$ cat config.mk
export PLATFORM = sky130hd
export DESIGN_NAME = fetch_ctrl
export DESIGN_NICKNAME = d
export VERILOG_FILES = /design/src/rtl/fetch_pkg.sv /design/src/rtl/fetch_ctrl.sv
export SDC_FILE = /design/constraint.sdc
export NUM_CORES = 1
export LEC_CHECK = 0
export CORE_MARGIN = 4
export CORE_UTILIZATION = 45
export DETAILED_ROUTE_END_ITERATION = 8
export PLACE_DENSITY_LB_ADDON = 0.08
export SYNTH_ARGS = -nofsm -noshare
export SYNTH_HDL_FRONTEND = slang
export SYNTH_SLANG_ARGS = --single-unit
$ cat constraint.sdc
create_clock -name clock -period 3.52 [get_ports clock]
set_input_delay 0.352 -clock clock [delete_from_list [all_inputs] [get_ports clock]]
set_output_delay 0.352 -clock clock [all_outputs]
set_load 0.02 [all_outputs]
$ cat src/rtl/fetch_pkg.sv
// Shared definitions for the fetch controller: FSM state encoding and
// instruction-source constants.
package fetch_pkg;

    typedef enum logic [1:0] {
        BIOS   = 2'd0,
        SWITCH = 2'd1,
        USER   = 2'd2
    } fetch_state_t;

    localparam logic SRC_BIOS = 1'b0;
    localparam logic SRC_MAIN = 1'b1;

endpackage

$ cat src/rtl/fetch_ctrl.sv
// Fetch controller: sequences the PC from BIOS ROM into main memory, with one-cycle
// memory latency. Optional forced BIOS exit under macro FETCH_BIOS_TIMEOUT_EN.
module fetch_ctrl
    import fetch_pkg::*;
#(
    parameter int unsigned           DATA_WIDTH = 32,
    parameter logic [DATA_WIDTH-1:0] RESET_PC   = '0,
    parameter int unsigned           TIMEOUT    = 1023
) (
    input  logic                  clock,
    input  logic                  rst,
    input  logic                  stall,
    input  logic                  branchTaken,
    input  logic [DATA_WIDTH-1:0] branchTarget,
    input  logic                  changeSource,
    input  logic [DATA_WIDTH-1:0] biosInst,
    input  logic [DATA_WIDTH-1:0] memInst,
    output logic [DATA_WIDTH-1:0] pc,
    output logic [DATA_WIDTH-1:0] instOut,
    output logic                  instValid,
    output logic                  source,
    output logic                  biosTimeout
);

    fetch_state_t          state_q, state_d;
    logic [DATA_WIDTH-1:0] pc_q, pc_d;
    logic                  src_q, src_d;
    logic                  valid_q, valid_d;
    logic                  hold_now, stalled_q;
    logic                  prev_src_q;
    logic [DATA_WIDTH-1:0] held_q;
    logic                  timeout_hit;

`ifdef FETCH_BIOS_TIMEOUT_EN
    localparam int unsigned CW = $clog2(TIMEOUT + 1);
    logic [CW-1:0] tcnt_q;
    logic          to_q;

    assign timeout_hit = (state_q == BIOS) && (tcnt_q == CW'(TIMEOUT - 1));
    assign biosTimeout = to_q;

    always_ff @(posedge clock or negedge rst) begin
        if (!rst) begin
            tcnt_q <= '0;
            to_q   <= 1'b0;
        end else begin
            if (state_q == BIOS)
                tcnt_q <= tcnt_q + 1'b1;
            if (timeout_hit && !changeSource)
                to_q <= 1'b1;
        end
    end
`else
    logic unused_timeout;
    assign unused_timeout = (TIMEOUT == 0);
    assign timeout_hit    = 1'b0;
    assign biosTimeout    = 1'b0;
`endif

    // Next-state, next-PC and fetch-validity decision; priority is
    // switch > branch > stall > increment.
    always_comb begin
        state_d  = state_q;
        pc_d     = pc_q;
        src_d    = src_q;
        valid_d  = 1'b1;
        hold_now = 1'b0;
        unique case (state_q)
            BIOS: begin
                if (changeSource || timeout_hit) begin
                    state_d = SWITCH;
                    pc_d    = RESET_PC;
                    src_d   = SRC_MAIN;
                end else if (branchTaken) begin
                    pc_d    = branchTarget;
                    valid_d = 1'b0;
                end else if (stall) begin
                    hold_now = 1'b1;
                end else begin
                    pc_d = pc_q + DATA_WIDTH'(1);
                end
            end
            // PC holds here so the RESET_PC fetch issued in USER is not lost.
            SWITCH: begin
                state_d = USER;
                valid_d = 1'b0;
            end
            USER: begin
                if (branchTaken) begin
                    pc_d    = branchTarget;
                    valid_d = 1'b0;
                end else if (stall) begin
                    hold_now = 1'b1;
                end else begin
                    pc_d = pc_q + DATA_WIDTH'(1);
                end
            end
            default: state_d = BIOS;
        endcase
    end

    always_ff @(posedge clock or negedge rst) begin
        if (!rst)
            state_q <= BIOS;
        else
            state_q <= state_d;
    end

    always_ff @(posedge clock or negedge rst) begin
        if (!rst) begin
            pc_q  <= RESET_PC;
            src_q <= SRC_BIOS;
        end else begin
            pc_q  <= pc_d;
            src_q <= src_d;
        end
    end

    always_ff @(posedge clock or negedge rst) begin
        if (!rst) begin
            valid_q    <= 1'b0;
            stalled_q  <= 1'b0;
            prev_src_q <= SRC_BIOS;
            held_q     <= '0;
        end else begin
            stalled_q  <= hold_now;
            prev_src_q <= src_q;
            held_q     <= instOut;
            if (!hold_now)
                valid_q <= valid_d;
        end
    end

    // While stalled the memories re-read the held PC, so replay the last word.
    assign instOut   = stalled_q ? held_q : ((prev_src_q == SRC_MAIN) ? memInst : biosInst);
    assign instValid = valid_q;
    assign pc        = pc_q;
    assign source    = src_q;

endmodule

==> results by group <==
Status
  – Status: completed

Worst setup path
  – Critical-path cell list: mux2i_1 -> o21ai_0 -> clkdlybuf4s50_1
  – Slowest CP cell: dfrtp_2
  – Crit-path max FO: 32
  – Crit Reg-Reg Startpoint: pc[0]
  – CP endpoint kind: output pin
  – WS Path Type: flip-flop to output pin
  – Critical path data required time: about 3.2 ns
  – WP data arrival: 2.50 ns
  – R2R Setup Slk: around 1.3 ns
  – Critical Path Start Type: flip-flop
  – Cells on worst reg2reg path: 6
  – CP startpoint: prev_src_q
  – Worst r2r dst: pc[30]
  – Peak per-stage delay on the critical path: between 0.9 and 1 ns
  – Worst setup path endpoint: instOut[27]

Yosys
  – Cells after synthesis: slightly below 400
  – Avg Inst Size Synth: around 9.5 um2
  – Asr flop ratio synth: 100%
  – Synthesized cell area: approximately 0.0037 mm2
  – Top FF cell, synth: dfrtp_1
  – Distinct cell type count after synthesis: 49
  – Number of flops mapped to enable cells by yosys: 0
  – Syn_nets: 496
  – Yosys warnings: 0
  – Sequential share of the synthesized area: a little under half
  – Number of synthesized register bits: 70

CTS
  – H-Tree Depth: 3
  – Setup bufs post-CTS: 0
  – Clk Latency, worst-skew pair: 0.34 ns
  – Clock sinks: 70
  – CTS tree: done
  – Reg clk slew, reported paths: approximately 0.080 ns
  – Root Driver: clkbuf_8
  – CTS resizes: 0
  – CTS Buf Count: 9
  – Clock buffer depth: 2
  – CTS Hold Buffers Added: 0

Drt
  – DRT Pass-1 Iters: 4
  – Wire length per cell: approximately 17 um
  – DRT antenna net count: 0
  – Total vias in the final route: around 3600
  – Initial DRC Count: roughly 130
  – Final WL: 11.1 mm
  – Vias/cell: 5.44
  – DRC: 0

STA
  – PnR worst setup slack: ~0.67 ns
  – Worst Skew: 0.0119 ns
  – Hold slack: about 0.2 ns
  – Max-slew violation count: 0
  – FMAX: between 300 and 400 MHz
  – Total negative slack: 0 ns
  – Setup Viol. Count Final: 0
  – Period Utilization, post-route: between 80% and 90%
  – Fin crit period: 2.85 ns
  – Worst-margin pin slew: 1.06 ns
  – Slew headroom: 29.5%
  – Unrepaired setup endpoints after global routing: no
  – Hold Violations, Final: 0

Finish
  – Fillers: roughly 600
  – Net count, final: around 650
  – Post-layout util: between 70% and 80%
  – Commonest non-fill, non-tap cell in the layout: clkdlybuf4s50_1
  – N_diodes: 0
  – Most frequent cells in the layout: 165 x clkdlybuf4s50_1, 69 x dfrtp_1, 56 x o21ai_0, 53 x nand2_1, 33 x mux2i_1
  – Share of post-route cells with drive strength above 1: around 6.3%
  – Area delta synth->final: 51.5%

Floorplan
  – Die width: 99.1 um
  – Initial Util: 47.4%
  – Rows: 32
  – Die height: 99.1 um
  – Die ar.: ~0.01 mm2
  – Core box area: approximately 0.0079 mm2
  – Top-Level Pins: around 170

Global route
  – Initial antenna violation count: 0
  – Grt ovf: 0
  – First-pass GRT wire length: 18.2 mm
  – Largest net degree at the start of global routing: between 60 and 70
  – Aggregate global-route resource usage: between 20% and 30%
  – Vias in the first global route: approximately 3600

Place
  – RePlAce Congestion: ~0.84
  – Setup WS pre-CTS: 0.934 ns
  – Dpl hpwl: approximately 8.4 mm
  – Number of port buffers: around 170

Pwr
  – Internal Power: 2.19 mW
  – Power Total: roughly 3.5 mW
  – Comb power frac: around 41%
  – Sequential share of power: 37.4%
  – Pwr/cell area: roughly 630 mW/mm2
  – Leak: 2.45 nW
  – Sw Ratio: 38.2%
  – NetSw: 1.35 mW
  – Clock network power share: 21.8%
  – Max IR drop VDD: about 0.00046 V

Min path
  – Worst min path class: primary input to async pin

Job
  – Number of max-cap violations: 0
## layer usage
| metal | vias to the layer above | share of wire, % | global-route usage, % |
|---|---|---|---|
| met5 | - | 0 | 0 |
| met4 | 0 | 1.7 | 6.72 |
| met3 | 17 | 7.1 | 5.33 |
| met2 | 139 | 48 | 37.1 |
| met1 | 1691 | 44 | 30.0 |
| li1 | 1721 | - | - |
## synth_stat cells (2+ instances only)
cell type | instances | area (um2)
a22oi_1 | 13 | 97.6
xor2_1 | 14 | 123
mux2i_1 | 33 | 330
a21o_1 | 3 | 22.5
a22o_1 | 2 | 17.5
nor3b_1 | 2 | 15.0
xnor2_1 | 6 | 52.6
nor3_1 | 5 | 25.0
nor2_1 | 18 | 67.6
nand3_1 | 16 | 80.1
nand3_2 | 2 | 20.0
nor2b_1 | 2 | 12.5
or2_2 | 2 | 12.5
inv_1 | 6 | 22.5
buf_2 | 4 | 20.0
buf_4 | 2 | 15.0
nor4_4 | 3 | 63.8
o21ai_0 | 56 | 280
a21oi_1 | 8 | 40.0
nand4_1 | 9 | 56.3
dfrtp_1 | 70 | 1750
nand2_1 | 53 | 199
and3_2 | 2 | 15.0
buf_6 | 2 | 22.5
o21ai_1 | 16 | 80.1
clkbuf_1 | 16 | 60.1
a32oi_1 | 4 | 35.0
a31oi_1 | 4 | 25.0
## sequential cells by signal (all words and copies together) (netlist names)
| name | flops |
|---|---|
| instValid | 1 |
| prev_src_q | 1 |
| stalled_q | 1 |
| source | 1 |
| pc | 32 |
| state_q | 2 |
| held_q | 32 |
## critical path: cells and delay by family, from the launching register on
family / cells / cell delay (ns)
compound gates: 1 / 0.27
mux: 1 / 0.23
buf+inv: 1 / 0.68
flops: 1 / 0.97
## stage by stage
stage	std cells	instance area [um2]
global placement	641	5430
global route	656	5660
detailed placement	641	5430
CTS	656	5660
floorplan	394	3740
finish	656	5660
## worst min-delay path by stage
stage | from | to | slack (ns) | cells past startpoint
2_1_floorplan | rst | held_q[0] | 0.06 | 0
3_3_place_gp | source | prev_src_q | 0.38 | 0
3_5_place_dp | source | prev_src_q | 0.41 | 0
4_1_cts | rst | held_q[8] | 0.23 | 1
5_1_grt | rst | held_q[8] | 0.27 | 1
6_report | rst | held_q[8] | 0.20 | 1
## cells by family after synthesis
group           Yosys count  synth area share (%)
flops                    70                  46.9
buf+inv                  33                  4.35
mux                      33                  8.84
xor+xnor                 20                  4.69
simple gates            123                  17.3
other cells               1                 0.100
fa+ha+maj                 1                 0.335
compound gates          113                  17.5
## final cells by class
| type | instances | area (um2) | share of cell area (%) |
|---|---|---|---|
| flip-flops and latches | 70 | 1750 | 31.0 |
| repair buffers | 172 | 1700 | 30.0 |
| clock inverters | 6 | 111 | 1.97 |
| inverters | 6 | 22.5 | 0.398 |
| clock buffers | 9 | 124 | 2.19 |
| well taps | 102 | 128 | 2.25 |
| multi-input cells | 291 | 1820 | 32.2 |
## power groups by stage
stage	sequential, mW	combinational (mW)	clock, mW
2_1_floorplan	1.44	0.590	0
3_3_place_gp	1.32	1.43	0
3_5_place_dp	1.33	1.45	0
4_1_cts	1.32	1.46	0.785
5_1_grt	1.37	1.56	0.822
6_report	1.33	1.45	0.773
(Power assumes the default switching activity.)
